===== src/rtl/multi_dataflow_job_sched_if.sv =====
`default_nettype none
// ============================================================================
// Module   : multi_dataflow_job_sched_if
// Brief    : Request-side and engine-side bundle for the dataflow job scheduler.
// Revision : 1.0 - initial release
// ============================================================================
interface multi_dataflow_job_sched_if #(
  parameter int N_REQ  = 4,
  parameter int ADDR_W = 32
);
  localparam int ID_W = $clog2(N_REQ);

  logic [N_REQ-1:0]        req_valid_i;
  logic [N_REQ-1:0]        req_ready_o;
  logic [N_REQ*ADDR_W-1:0] req_in_addr_i;
  logic [N_REQ*ADDR_W-1:0] req_out_addr_i;
  logic                    eng_start_o;
  logic [ADDR_W-1:0]       eng_in_addr_o;
  logic [ADDR_W-1:0]       eng_out_addr_o;
  logic                    eng_done_i;
  logic                    eng_clear_o;
  logic [N_REQ-1:0]        evt_o;
  logic                    busy_o;
  logic [ID_W-1:0]         owner_o;
  logic                    err_o;

  // Scheduler side
  modport slave (
    input  req_valid_i, req_in_addr_i, req_out_addr_i, eng_done_i,
    output req_ready_o, eng_start_o, eng_in_addr_o, eng_out_addr_o,
           eng_clear_o, evt_o, busy_o, owner_o, err_o
  );

  // Requesters plus engine side
  modport master (
    output req_valid_i, req_in_addr_i, req_out_addr_i, eng_done_i,
    input  req_ready_o, eng_start_o, eng_in_addr_o, eng_out_addr_o,
           eng_clear_o, evt_o, busy_o, owner_o, err_o
  );
endinterface
`default_nettype wire


===== src/rtl/multi_dataflow_job_sched.sv =====
`default_nettype none
// ============================================================================
// Module   : multi_dataflow_job_sched
// Brief    : Round-robin job scheduler sharing one multi_dataflow engine.
//            Optional watchdog: define MULTI_DATAFLOW_SCHED_WATCHDOG_EN.
// Revision : 1.0 - initial release
// ============================================================================
module multi_dataflow_job_sched #(
  parameter int N_REQ       = 4,
  parameter int ADDR_W      = 32,
  parameter int TIMEOUT_CYC = 65535
) (
  input wire logic                  clk_i,
  input wire logic                  rst_ni,
  input wire logic                  clear_i,
  multi_dataflow_job_sched_if.slave bus
);

  localparam int ID_W = $clog2(N_REQ);

  typedef enum logic [1:0] {
    S_IDLE   = 2'd0,
    S_START  = 2'd1,
    S_RUN    = 2'd2,
    S_NOTIFY = 2'd3
  } state_e;

  state_e            state_q, state_d;
  logic [ID_W-1:0]   rr_ptr_q, rr_ptr_d;
  logic [ID_W-1:0]   owner_q, owner_d;
  logic [ADDR_W-1:0] in_addr_q, in_addr_d;
  logic [ADDR_W-1:0] out_addr_q, out_addr_d;

  logic [ID_W-1:0]   win;
  logic              any_valid;
  logic [N_REQ-1:0]  ready;
  logic [N_REQ-1:0]  evt;
  logic              start;
  logic              err;
  logic              wdog_hit;

  function automatic logic [ID_W-1:0] wrap_add(input logic [ID_W-1:0] base, input int off);
    int s;
    s = int'(base) + off;
    if (s >= N_REQ) s = s - N_REQ;
    return ID_W'(s);
  endfunction

  // Descending scan so the lowest offset from rr_ptr wins
  always_comb begin
    win = rr_ptr_q;
    for (int k = N_REQ - 1; k >= 0; k--) begin
      if (bus.req_valid_i[wrap_add(rr_ptr_q, k)]) win = wrap_add(rr_ptr_q, k);
    end
  end

  assign any_valid = |bus.req_valid_i;

`ifdef MULTI_DATAFLOW_SCHED_WATCHDOG_EN
  localparam int CNT_W = $clog2(TIMEOUT_CYC + 1);
  logic [CNT_W-1:0] wdog_cnt_q;

  always_ff @(posedge clk_i or negedge rst_ni) begin
    if (!rst_ni) begin
      wdog_cnt_q <= '0;
    end else if (clear_i || state_q != S_RUN) begin
      wdog_cnt_q <= '0;
    end else if (!wdog_hit) begin
      wdog_cnt_q <= wdog_cnt_q + 1'b1;
    end
  end

  assign wdog_hit = (state_q == S_RUN) && (wdog_cnt_q == CNT_W'(TIMEOUT_CYC));
`else
  logic unused_timeout;
  assign unused_timeout = ^TIMEOUT_CYC;
  assign wdog_hit       = 1'b0;
`endif

  always_comb begin
    state_d    = state_q;
    rr_ptr_d   = rr_ptr_q;
    owner_d    = owner_q;
    in_addr_d  = in_addr_q;
    out_addr_d = out_addr_q;
    ready      = '0;
    evt        = '0;
    start      = 1'b0;
    err        = 1'b0;

    unique case (state_q)
      S_IDLE: begin
        if (any_valid) begin
          ready[win] = 1'b1;
          owner_d    = win;
          in_addr_d  = bus.req_in_addr_i[int'(win)*ADDR_W +: ADDR_W];
          out_addr_d = bus.req_out_addr_i[int'(win)*ADDR_W +: ADDR_W];
          state_d    = S_START;
        end
      end
      S_START: begin
        start   = 1'b1;
        state_d = S_RUN;
      end
      S_RUN: begin
        // A done arriving together with the timeout still counts as success
        if (bus.eng_done_i) begin
          state_d = S_NOTIFY;
        end else if (wdog_hit) begin
          err            = 1'b1;
          evt[owner_q]   = 1'b1;
          rr_ptr_d       = wrap_add(owner_q, 1);
          state_d        = S_IDLE;
        end
      end
      S_NOTIFY: begin
        evt[owner_q] = 1'b1;
        rr_ptr_d     = wrap_add(owner_q, 1);
        state_d      = S_IDLE;
      end
      default: state_d = S_IDLE;
    endcase

    if (clear_i) begin
      state_d    = S_IDLE;
      rr_ptr_d   = '0;
      owner_d    = owner_q;
      in_addr_d  = in_addr_q;
      out_addr_d = out_addr_q;
      ready      = '0;
      evt        = '0;
      start      = 1'b0;
      err        = 1'b0;
    end
  end

  always_ff @(posedge clk_i or negedge rst_ni) begin
    if (!rst_ni) begin
      state_q    <= S_IDLE;
      rr_ptr_q   <= '0;
      owner_q    <= '0;
      in_addr_q  <= '0;
      out_addr_q <= '0;
    end else begin
      state_q    <= state_d;
      rr_ptr_q   <= rr_ptr_d;
      owner_q    <= owner_d;
      in_addr_q  <= in_addr_d;
      out_addr_q <= out_addr_d;
    end
  end

  // Grant is combinational from IDLE, so it must be masked while in reset
  assign bus.req_ready_o    = rst_ni ? ready : '0;
  assign bus.eng_start_o    = start;
  assign bus.eng_in_addr_o  = in_addr_q;
  assign bus.eng_out_addr_o = out_addr_q;
  assign bus.eng_clear_o    = (clear_i && (state_q != S_IDLE)) || err;
  assign bus.evt_o          = evt;
  assign bus.busy_o         = (state_q != S_IDLE);
  assign bus.owner_o        = owner_q;
  assign bus.err_o          = err;

endmodule
`default_nettype wire


===== src/flat_wrapper.sv =====
// flat-port wrapper written by rule: the top's interface ports become plain ports
module multi_dataflow_job_sched_flat 
#(
  parameter int N_REQ       = 4,
  parameter int ADDR_W      = 32,
  parameter int TIMEOUT_CYC = 65535
)
  (clk_i, rst_ni, clear_i, bus_req_valid_i, bus_req_in_addr_i, bus_req_out_addr_i, bus_eng_done_i, bus_req_ready_o, bus_eng_start_o, bus_eng_in_addr_o, bus_eng_out_addr_o, bus_eng_clear_o, bus_evt_o, bus_busy_o, bus_owner_o, bus_err_o);
  multi_dataflow_job_sched_if #(.N_REQ(N_REQ), .ADDR_W(ADDR_W)) bus_i ();
  input wire logic clk_i;
  input wire logic rst_ni;
  input wire logic clear_i;
  input wire logic [$bits(bus_i.req_valid_i)-1:0] bus_req_valid_i;
  input wire logic [$bits(bus_i.req_in_addr_i)-1:0] bus_req_in_addr_i;
  input wire logic [$bits(bus_i.req_out_addr_i)-1:0] bus_req_out_addr_i;
  input wire logic [$bits(bus_i.eng_done_i)-1:0] bus_eng_done_i;
  output wire logic [$bits(bus_i.req_ready_o)-1:0] bus_req_ready_o;
  output wire logic [$bits(bus_i.eng_start_o)-1:0] bus_eng_start_o;
  output wire logic [$bits(bus_i.eng_in_addr_o)-1:0] bus_eng_in_addr_o;
  output wire logic [$bits(bus_i.eng_out_addr_o)-1:0] bus_eng_out_addr_o;
  output wire logic [$bits(bus_i.eng_clear_o)-1:0] bus_eng_clear_o;
  output wire logic [$bits(bus_i.evt_o)-1:0] bus_evt_o;
  output wire logic [$bits(bus_i.busy_o)-1:0] bus_busy_o;
  output wire logic [$bits(bus_i.owner_o)-1:0] bus_owner_o;
  output wire logic [$bits(bus_i.err_o)-1:0] bus_err_o;
  assign bus_i.req_valid_i = bus_req_valid_i;
  assign bus_i.req_in_addr_i = bus_req_in_addr_i;
  assign bus_i.req_out_addr_i = bus_req_out_addr_i;
  assign bus_i.eng_done_i = bus_eng_done_i;
  assign bus_req_ready_o = bus_i.req_ready_o;
  assign bus_eng_start_o = bus_i.eng_start_o;
  assign bus_eng_in_addr_o = bus_i.eng_in_addr_o;
  assign bus_eng_out_addr_o = bus_i.eng_out_addr_o;
  assign bus_eng_clear_o = bus_i.eng_clear_o;
  assign bus_evt_o = bus_i.evt_o;
  assign bus_busy_o = bus_i.busy_o;
  assign bus_owner_o = bus_i.owner_o;
  assign bus_err_o = bus_i.err_o;
  multi_dataflow_job_sched #(.N_REQ(N_REQ), .ADDR_W(ADDR_W), .TIMEOUT_CYC(TIMEOUT_CYC)) u_core (.clk_i(clk_i), .rst_ni(rst_ni), .clear_i(clear_i), .bus(bus_i));
endmodule

===== config.mk =====
export PLATFORM = sky130hd
export DESIGN_NAME = multi_dataflow_job_sched_flat
export DESIGN_NICKNAME = d
export VERILOG_FILES = /design/src/rtl/multi_dataflow_job_sched_if.sv /design/src/rtl/multi_dataflow_job_sched.sv /design/src/flat_wrapper.sv
export SDC_FILE = /design/constraint.sdc
export NUM_CORES = 1
export LEC_CHECK = 0
export BUFFER_PORTS_ARGS = -buffer_cell sky130_fd_sc_hd__buf_2
export CAP_MARGIN = 30
export CORE_AREA = 4 4 132 134
export CTS_BUF_LIST = sky130_fd_sc_hd__clkbuf_16
export CTS_CLUSTER_DIAMETER = 100
export DETAILED_ROUTE_END_ITERATION = 6
export DIE_AREA = 0 0 136 138
export GPL_TIMING_DRIVEN = 1
export MAX_ROUTING_LAYER = met4
export SYNTH_ARGS = -nofsm -noshare
export SYNTH_HDL_FRONTEND = slang
export SYNTH_SLANG_ARGS = --single-unit

===== constraint.sdc =====
create_clock -name clk_i -period 6.1 [get_ports clk_i]
set_input_delay 0.915 -clock clk_i [delete_from_list [all_inputs] [get_ports clk_i]]
set_output_delay 0.915 -clock clk_i [all_outputs]
set_load 0.01 [all_outputs]

==> results_dict.tcl, run 1 <==
set metrics [dict create \
    via_per_inst 5.17 \
    cts_tree "built" \
    layout_commonest_cell "buf_2" \
    post-route-period-util 0.612 \
    drv_slew 0 \
    cts_hold_buf 0 \
    period_needed_ns 3.73 \
    wl_per_cell_microns 18.0 \
    drc 0 \
    p_per_area_nw_per_um2 348 \
    clockPowerShare 0.181 \
    async_reset_ff_frac 1.00 \
    r2r-start "u_core.rr_ptr_q[0]" \
    seq_area_frac_synth 0.339 \
    initial_core_util 0.318 \
    end_kind "output pin" \
    hold_viol 0 \
    cts_setup_buffers 0 \
    dp_slack_ns 2.35 \
    seqPwrFrac 0.324 \
    fp.dieH_microns 138 \
    ff2ff_setup_slack_ns 2.87 \
    yosys-top-cells-area "dfrtp_1 34%, a211oi_1 19%, mux2i_1 13%, a2111oi_0 11%, nor2_1 5.4%" \
    critical_path_arrival_ns 2.82 \
    cp.required_ns 5.18 \
    drive_gt1_frac 0.418 \
    drv_cap 0 \
    groute.usage.overall 0.206 \
    cts.path.max_buffers 2 \
    placed_area_sq_um 6970 \
    clkSinkCount 70 \
    ios 342 \
    dieWidth_microns 136 \
    grt_pass1_wl_microns 29900 \
    num-nets-final 1155 \
    rr_endpoint "u_core.bus.eng_in_addr_o[30]" \
    synth_nets 858 \
    ant_nets 0 \
    ir_worst_vdd_v 0.000149 \
    fin_ws_ns 2.37 \
    rsz0062_at_grt "false" \
    run_status "completed" \
    p_comb_frac 0.495 \
    final_cell_area_sq_um 7210 \
    p_leak_nw 3.61 \
    setup-violations-final 0 \
    tightest_slew_ns 0.883 \
    drtIter0Drc 278 \
    clkTransAtPathRegs_ns 0.06 \
    grt-ovfl-total 0 \
    first_global_vias 5582 \
    firstDrtPassIters 4 \
    synthCells 585 \
    dp_cells 1091 \
    hold_class "in -> async" \
    clk_latency_ns 0.33 \
    fin_cells 1105 \
    cts_made_buffers 9 \
    ctsResizeCount 0 \
    synthFlopType "dfrtp_1" \
    crit_path_start_kind "input pin" \
    core-area_sq_um 16300 \
    ys_seq_elements 70 \
    yosysUniqueCellTypes 31 \
    synth_edf_count 0 \
    routed_wl_microns 19900 \
    yosys_warnings 0 \
    tns_ns 0 \
    synthToLayoutAreaGrowth_pct 39.4 \
    fmax_mhz 268 \
    ff2ff_path_depth 7 \
    relSlewSlack 0.412 \
    finClkSkew_ns 0.00466 \
    swShare 0.415 \
    synth_top_area_cell "dfrtp_1" \
    yosysTopAreaCellShare 0.339 \
    vias 5708 \
    intPower_w 0.00147 \
    final_cell_mix "339 x buf_2, 130 x a211oi_1, 72 x nor2_1" \
    avgSynthCellArea_sq_um 8.84 \
    num_rows 47 \
    die-area_sq_um 18800 \
    cts-root-buf "clkbuf_16" \
    port_buffers 340 \
    synth_area_sq_um 5170 \
    n_antenna_cell 0 \
    p_sw_w 0.00104 \
    htreeDepth 3 \
    crit_type "in -> out" \
    place.gp.congestion 0.837 \
    cp_max_fo 34 \
    antenna_found_initial 0 \
    place_hpwl_microns 14800 \
    grt_start_max_net_pins 66 \
]
power groups by stage:
stage	clock network, W	logic, W	registers (W)
after floorplan	0	0.000656	0.000916
after global placement	0	0.00125	0.000811
after detailed placement	0	0.00126	0.000817
after CTS	0.000471	0.00126	0.000813
after global routing	0.000488	0.00137	0.000844
final	0.000453	0.00124	0.000812
critical path, cell delays in order:
cell	delay, ns
buf_2	0.13
nor2b_1	0.08
o2bb2ai_4	0.58
buf_4	0.45
a211o_4	0.21
nand3_1	0.09
nor2_1	0.16
buf_2	0.16
per-layer routing:
layer  up-vias  track usage  part of all wire
met5         -            -                 0
met4         0       0.0780             0.027
met3        36       0.0349             0.073
met2       247        0.338              0.49
met1      2637        0.251              0.41
li1       2788            -                 -
metrics by stage:
step	hold WS [ns]	total power, W	util
floorplan	0.511	0.00157	-
global placement	0.470	0.00206	0.425
detailed placement	0.457	0.00208	0.428
CTS	0.381	0.00255	0.443
global route	0.394	0.00270	0.443
finish	0.401	0.00251	0.443
registers in the layout (all words and copies together) (netlist names):
register and cells:
u_core.bus.eng_out_addr_o 32, u_core.bus.owner_o 2, u_core.rr_ptr_q 2, u_core.bus.eng_in_addr_o 32
u_core.state_q 2
cell families after synthesis:
family | Yosys count | synth area share
AOI/OAI and AO/OA | 203 | 0.309
adders and majority gates | 9 | 0.0218
buffers and inverters | 135 | 0.119
DFF | 70 | 0.339
muxes | 65 | 0.126
other | 1 | 0.000725
and+or+nand+nor | 102 | 0.0854
synth_stat cells (3+ instances only):
| library cell | count |
|---|---|
| nor2b_1 | 7 |
| nand2_1 | 4 |
| buf_6 | 11 |
| buf_4 | 3 |
| a2111oi_0 | 63 |
| ha_1 | 9 |
| buf_2 | 13 |
| nor2_1 | 74 |
| nor3_1 | 3 |
| inv_1 | 69 |
| dfrtp_1 | 70 |
| and2_1 | 5 |
| a211oi_1 | 130 |
| clkbuf_1 | 37 |
| mux2i_1 | 65 |
layout make-up:
type / count / area, sq um
Fill cell: 1676 / 9080
Clock inverter: 5 / 20.0
Inverter: 69 / 259
Multi-Input combinational cell: 380 / 2850
Timing Repair Buffer: 352 / 1830
Clock buffer: 9 / 225
Tap cell: 220 / 275
Sequential cell: 70 / 1750
worst max-delay path by stage:
stage,end,depth (start not counted),startpoint
6_report,bus_req_ready_o[2],8,bus_req_valid_i[0]
5_1_grt,bus_req_ready_o[2],8,bus_req_valid_i[0]
4_1_cts,bus_req_ready_o[2],8,bus_req_valid_i[0]
3_5_place_dp,u_core.bus.eng_in_addr_o[30],8,bus_req_valid_i[0]
3_3_place_gp,u_core.bus.eng_out_addr_o[12],7,bus_req_valid_i[1]
2_1_floorplan,bus_req_ready_o[0],9,bus_req_valid_i[2]
(Power assumes the default switching activity.)
==> inputs of run 2 (changes only) <==
--- a/config.mk
+++ b/config.mk
@@ -7,13 +7,14 @@
 export LEC_CHECK = 0
 export BUFFER_PORTS_ARGS = -buffer_cell sky130_fd_sc_hd__buf_2
 export CAP_MARGIN = 30
-export CORE_AREA = 4 4 132 134
+export CORE_AREA = 4 4 131 133
 export CTS_BUF_LIST = sky130_fd_sc_hd__clkbuf_16
 export CTS_CLUSTER_DIAMETER = 100
 export DETAILED_ROUTE_END_ITERATION = 6
-export DIE_AREA = 0 0 136 138
+export DIE_AREA = 0 0 135 137
 export GPL_TIMING_DRIVEN = 1
 export MAX_ROUTING_LAYER = met4
+export PLACE_DENSITY = 0.67
 export SYNTH_ARGS = -nofsm -noshare
 export SYNTH_HDL_FRONTEND = slang
 export SYNTH_SLANG_ARGS = --single-unit
==> constraint.sdc (replaced) <==
create_clock -name clk_i -period 3 [get_ports clk_i]
set_input_delay 0.45 -clock clk_i [delete_from_list [all_inputs] [get_ports clk_i]]
set_output_delay 0.45 -clock clk_i [all_outputs]
set_load 0.01 [all_outputs]
==> results_dict.tcl, run 2 (synthesis results as in run 1) <==
set metrics [dict create \
    rsz0062_at_grt "false" \
    critical-path-slowest-cell "buf_4" \
    p_sw_w 0.00215 \
    cts_made_buffers 9 \
    place_hpwl_microns 15000 \
    ff2ff_path_depth 6 \
    firstDrtPassIters 7 \
    fin_ws_ns 0.224 \
    relSlewSlack 0.500 \
    swShare 0.418 \
    ant_nets 0 \
    cp_max_fo 33 \
    drv_cap 0 \
    dieWidth_microns 135 \
    cts_tree "built" \
    initial_core_util 0.327 \
    clkSinkCount 70 \
    critPathBufInv 4 \
    ir_worst_vdd_v 0.000370 \
    drtIter0Drc 274 \
    layout_commonest_cell "buf_2" \
    seq_area_sq_um 1750 \
    p_per_area_nw_per_um2 711 \
    port_buffers 340 \
    hold_class "in -> async" \
    htreeDepth 3 \
    place.gp.congestion 0.853 \
    crit_path_frequent_cell "inv_1" \
    p_comb_frac 0.497 \
    groute.usage.overall 0.212 \
    antenna_found_initial 0 \
    rr_endpoint "u_core.bus.eng_in_addr_o[1]" \
    slowest_delay_ns 0.41 \
    num_rows 46 \
    cts-root-buf "clkbuf_16" \
    final_cell_mix "339 x buf_2, 130 x a211oi_1, 72 x nor2_1" \
    drive_gt1_frac 0.421 \
    n_antenna_cell 0 \
    dp_slack_ns 0.577 \
    first_global_vias 5437 \
    drv_slew 0 \
    synthToLayoutAreaGrowth_pct 39.9 \
    finClkSkew_ns 0.00352 \
    ios 342 \
    crit_path_start_kind "register" \
    hold_viol 0 \
    post-route-period-util 0.925 \
    utilization 0.457 \
    wl_per_cell_microns 18.2 \
    period_needed_ns 2.78 \
    clkTransAtPathRegs_ns 0.05 \
    num-nets-final 1160 \
    clk_latency_ns 0.33 \
    fill_cells 1590 \
    end_kind "output pin" \
    die-area_sq_um 18500 \
    grt_pass1_wl_microns 29800 \
    run_status "completed" \
    intPower_w 0.00300 \
    worst_path_dominant_cell_family "buffers and inverters" \
    cts.path.max_buffers 2 \
    r2r-start "u_core.rr_ptr_q[0]" \
    vias 5746 \
    cp.required_ns 2.55 \
    fp.dieH_microns 137 \
    via_per_inst 5.20 \
    core-area_sq_um 15800 \
    crit_path_cell_trace "inv_1, ha_1, inv_1, nor3_2, buf_4, nand3_1, nor2_1, buf_2" \
    crit_type "reg -> out" \
    critical_path_arrival_ns 2.33 \
    multi_input_area_sq_um 2850 \
    cts_setup_buffers 0 \
    drc 0 \
    clockPowerShare 0.181 \
    fmax_mhz 360 \
    seqPwrFrac 0.322 \
    ff2ff_setup_slack_ns 0.62 \
    ctsResizeCount 0 \
    cts_hold_buf 0 \
    routed_wl_microns 20100 \
    grt-ovfl-total 0 \
    setup-violations-final 0 \
    p_leak_nw 3.64 \
    grt_start_max_net_pins 64 \
    tns_ns 0 \
    tightest_slew_ns 0.749 \
]
[run 2: cell count changes in the layout (fill, tap and decap cells not counted), sizes merged]
cell  previous run  this run
buf            352       357
[run 2: how the worst max path moves through the flow]
stage | from | end | depth (start not counted)
final | u_core.state_q[1] | bus_req_ready_o[2] | 8
after detailed placement | u_core.state_q[1] | bus_req_ready_o[2] | 8
after CTS | u_core.state_q[1] | bus_req_ready_o[2] | 8
after floorplan | bus_req_valid_i[2] | bus_req_ready_o[0] | 9
after global routing | u_core.state_q[0] | bus_req_ready_o[0] | 8
after global placement | bus_req_valid_i[0] | u_core.bus.eng_in_addr_o[1] | 7
[run 2: stage by stage]
stage               std cells  power (W)  hold slack (ns)  area, sq um
floorplan                 585    0.00320            0.154         5170
global route             1106    0.00553            0.123         7240
finish                   1106    0.00514           0.0875         7240
global placement         1092    0.00421            0.460         6990
CTS                      1106    0.00520            0.103         7240
detailed placement       1092    0.00425            0.462         6990
[run 2: cell type report]
| type | instances | area share |
|---|---|---|
| multi-input cells | 380 | 0.394 |
| repair buffers | 357 | 0.257 |
| flip-flops and latches | 70 | 0.242 |
| well taps | 216 | 0.0373 |
| inverters | 69 | 0.0358 |
| clock buffers | 9 | 0.0311 |
| clock inverters | 5 | 0.00277 |
[run 2: worst register-to-register path: cells and delay by family, from the launching register on]
family / cells / cell delay (ns)
simple gates: 2 / 0.80
flops: 1 / 0.42
buf+inv: 1 / 0.47
compound gates: 3 / 0.55
[run 2: layer usage]
| layer | vias to the layer above | GRT usage | wire length (microns) |
|---|---|---|---|
| li1 | 2792 | - | - |
| met1 | 2681 | 0.263 | 8310 |
| met3 | 23 | 0.0511 | 1570 |
| met5 | - | - | 0 |
| met4 | 0 | 0.0543 | 301 |
| met2 | 250 | 0.350 | 9900 |
[run 2: power groups by stage]
stage                     combinational [W]  clock (W)  sequential [W]
after floorplan                     0.00133          0         0.00186
after global placement              0.00255          0         0.00166
after detailed placement            0.00258          0         0.00167
after CTS                           0.00258   0.000961         0.00166
after global routing                0.00280    0.00100         0.00172
final                               0.00256   0.000930         0.00166
==> inputs of run 3 (changes only) <==
--- a/config.mk
+++ b/config.mk
@@ -5,16 +5,15 @@
 export SDC_FILE = /design/constraint.sdc
 export NUM_CORES = 1
 export LEC_CHECK = 0
-export BUFFER_PORTS_ARGS = -buffer_cell sky130_fd_sc_hd__buf_2
 export CAP_MARGIN = 30
-export CORE_AREA = 4 4 131 133
+export CORE_MARGIN = 4
+export CORE_UTILIZATION = 29
 export CTS_BUF_LIST = sky130_fd_sc_hd__clkbuf_16
 export CTS_CLUSTER_DIAMETER = 100
 export DETAILED_ROUTE_END_ITERATION = 6
-export DIE_AREA = 0 0 135 137
+export DONT_BUFFER_PORTS = 1
 export GPL_TIMING_DRIVEN = 1
 export MAX_ROUTING_LAYER = met4
-export PLACE_DENSITY = 0.67
 export SYNTH_ARGS = -nofsm -noshare
 export SYNTH_HDL_FRONTEND = slang
 export SYNTH_SLANG_ARGS = --single-unit
==> results_dict.tcl, run 3 (synthesis results as in run 1) <==
set metrics [dict create \
    dieWidth_microns 142 \
    rr_endpoint "u_core.bus.eng_out_addr_o[29]" \
    seqPwrFrac 0.434 \
    period_needed_ns 2.66 \
    grt-ovfl-total 0 \
    finClkSkew_ns 0.0112 \
    via_per_inst 6.07 \
    p_comb_frac 0.354 \
    ff2ff_setup_slack_ns 0.43 \
    drc 0 \
    crit_path_cell_trace "nor2b_1, o2bb2ai_4, a211o_4, nand3_1, nor2_1" \
    place.gp.congestion 0.890 \
    core-area_sq_um 17400 \
    setup-violations-final 0 \
    drive_gt1_frac 0.0655 \
    p_leak_nw 2.31 \
    routed_wl_microns 18300 \
    fp.dieH_microns 142 \
    critical_path_arrival_ns 2.21 \
    dp_slack_ns 0.455 \
    tns_ns 0 \
    final_cell_mix "130 x a211oi_1, 72 x nor2_1, 70 x dfrtp_1" \
    ant_nets 0 \
    crit_path_start_kind "register" \
    first_global_vias 4804 \
    run_status "completed" \
    n_antenna_cell 0 \
    cts_made_buffers 9 \
    num_rows 48 \
    groute.usage.overall 0.178 \
    initial_core_util 0.297 \
    ir_worst_vdd_v 0.000365 \
    clkSinkCount 70 \
    end_kind "output pin" \
    drv_slew 0 \
    cp_max_fo 35 \
    post-route-period-util 0.886 \
    drv_cap 0 \
    clkTransAtPathRegs_ns 0.06 \
    htreeDepth 3 \
    p_per_area_nw_per_um2 835 \
    layout_commonest_cell "a211oi_1" \
    slowest_delay_ns 0.64 \
    relSlewSlack 0.468 \
    fin_ws_ns 0.343 \
    intPower_w 0.00259 \
    vias 4703 \
    port_buffers 0 \
    fill_cells 1818 \
    hold_class "in -> async" \
    cts.path.max_buffers 2 \
    cts_setup_buffers 0 \
    critical-path-slowest-cell "o2bb2ai_4" \
    wl_per_cell_microns 23.6 \
    drtIter0Drc 374 \
    grt_pass1_wl_microns 27300 \
    cp.required_ns 2.55 \
    ff2ff_path_depth 6 \
    cts-root-buf "clkbuf_16" \
    num-nets-final 818 \
    place_hpwl_microns 13600 \
    firstDrtPassIters 5 \
    tightest_slew_ns 0.796 \
    p_sw_w 0.00205 \
    fmax_mhz 376 \
    antenna_found_initial 0 \
    synthToLayoutAreaGrowth_pct 7.69 \
    grt_start_max_net_pins 71 \
    clockPowerShare 0.212 \
    die-area_sq_um 20000 \
    clk_latency_ns 0.34 \
    cts_tree "built" \
    swShare 0.442 \
    crit_type "reg -> out" \
    rsz0062_at_grt "false" \
    hold_viol 0 \
    r2r-start "u_core.rr_ptr_q[0]" \
    ios 342 \
]
## run 3: changes by cell type in the layout (fill, tap and decap cells not counted), sizes merged
cell / before / now
buf: 357 / 15
clkinv: 4 / 3
clkinvlp: 0 / 3
## run 3: layout make-up
type	instances	area, sq um	area share
Multi-Input combinational cell	380	2850	0.512
Sequential cell	70	1750	0.314
Tap cell	225	282	0.0505
Inverter	69	259	0.0465
Clock buffer	9	225	0.0404
Timing Repair Buffer	15	158	0.0283
Clock inverter	7	42.5	0.00764
## run 3: worst max-delay path by stage
stage	depth (start not counted)	slack [ns]	to	startpoint
final	5	0.34	bus_req_ready_o[2]	u_core.rr_ptr_q[0]
after global routing	5	0.23	bus_req_ready_o[0]	u_core.rr_ptr_q[0]
after CTS	5	0.32	bus_req_ready_o[2]	u_core.rr_ptr_q[0]
after detailed placement	6	0.45	u_core.bus.eng_out_addr_o[29]	u_core.rr_ptr_q[0]
after global placement	6	0.54	u_core.bus.eng_out_addr_o[29]	u_core.rr_ptr_q[0]
after floorplan	9	0.84	bus_req_ready_o[0]	bus_req_valid_i[2]
## run 3: metrics by stage
| step | hold WS (ns) | area, sq um | util | std cells | total power, W |
|---|---|---|---|---|---|
| 2_1_floorplan | 0.154 | 5170 | - | 585 | 0.00320 |
| 3_3_place_gp | 0.157 | 5280 | 0.303 | 758 | 0.00358 |
| 3_5_place_dp | 0.157 | 5280 | 0.303 | 758 | 0.00367 |
| 4_1_cts | 0.00451 | 5570 | 0.320 | 775 | 0.00470 |
| 5_1_grt | 0.0204 | 5570 | 0.320 | 775 | 0.00498 |
| 6_report | 0.00253 | 5570 | 0.320 | 775 | 0.00465 |
## run 3: what timing repair did
item,4_1_cts,5_1_grt
setup endpoints to repair,0,0
hold endpoints to repair,70,0
gates resized for setup,0,0
hold buffers,1,0
## run 3: power by group through the flow
stage / combinational (W) / sequential [W] / clock [W]
4_1_cts: 0.00165 / 0.00203 / 0.00102
3_5_place_dp: 0.00162 / 0.00204 / 0
2_1_floorplan: 0.00133 / 0.00186 / 0
5_1_grt: 0.00185 / 0.00207 / 0.00106
3_3_place_gp: 0.00155 / 0.00203 / 0
6_report: 0.00164 / 0.00202 / 0.000988
## run 3: critical path, delay by kind of cell, from the launching register on
kind,cells,cell delay (ns)
compound gates,2,0.95
flops,1,0.40
simple gates,3,0.52
## run 3: routing by layer
layer | vias up | wire length (microns) | GRT usage
li1 | 2103 | - | -
met4 | 0 | 473 | 0.0712
met3 | 33 | 1750 | 0.0401
met1 | 2223 | 6900 | 0.207
met2 | 344 | 9190 | 0.298
met5 | - | 0 | -
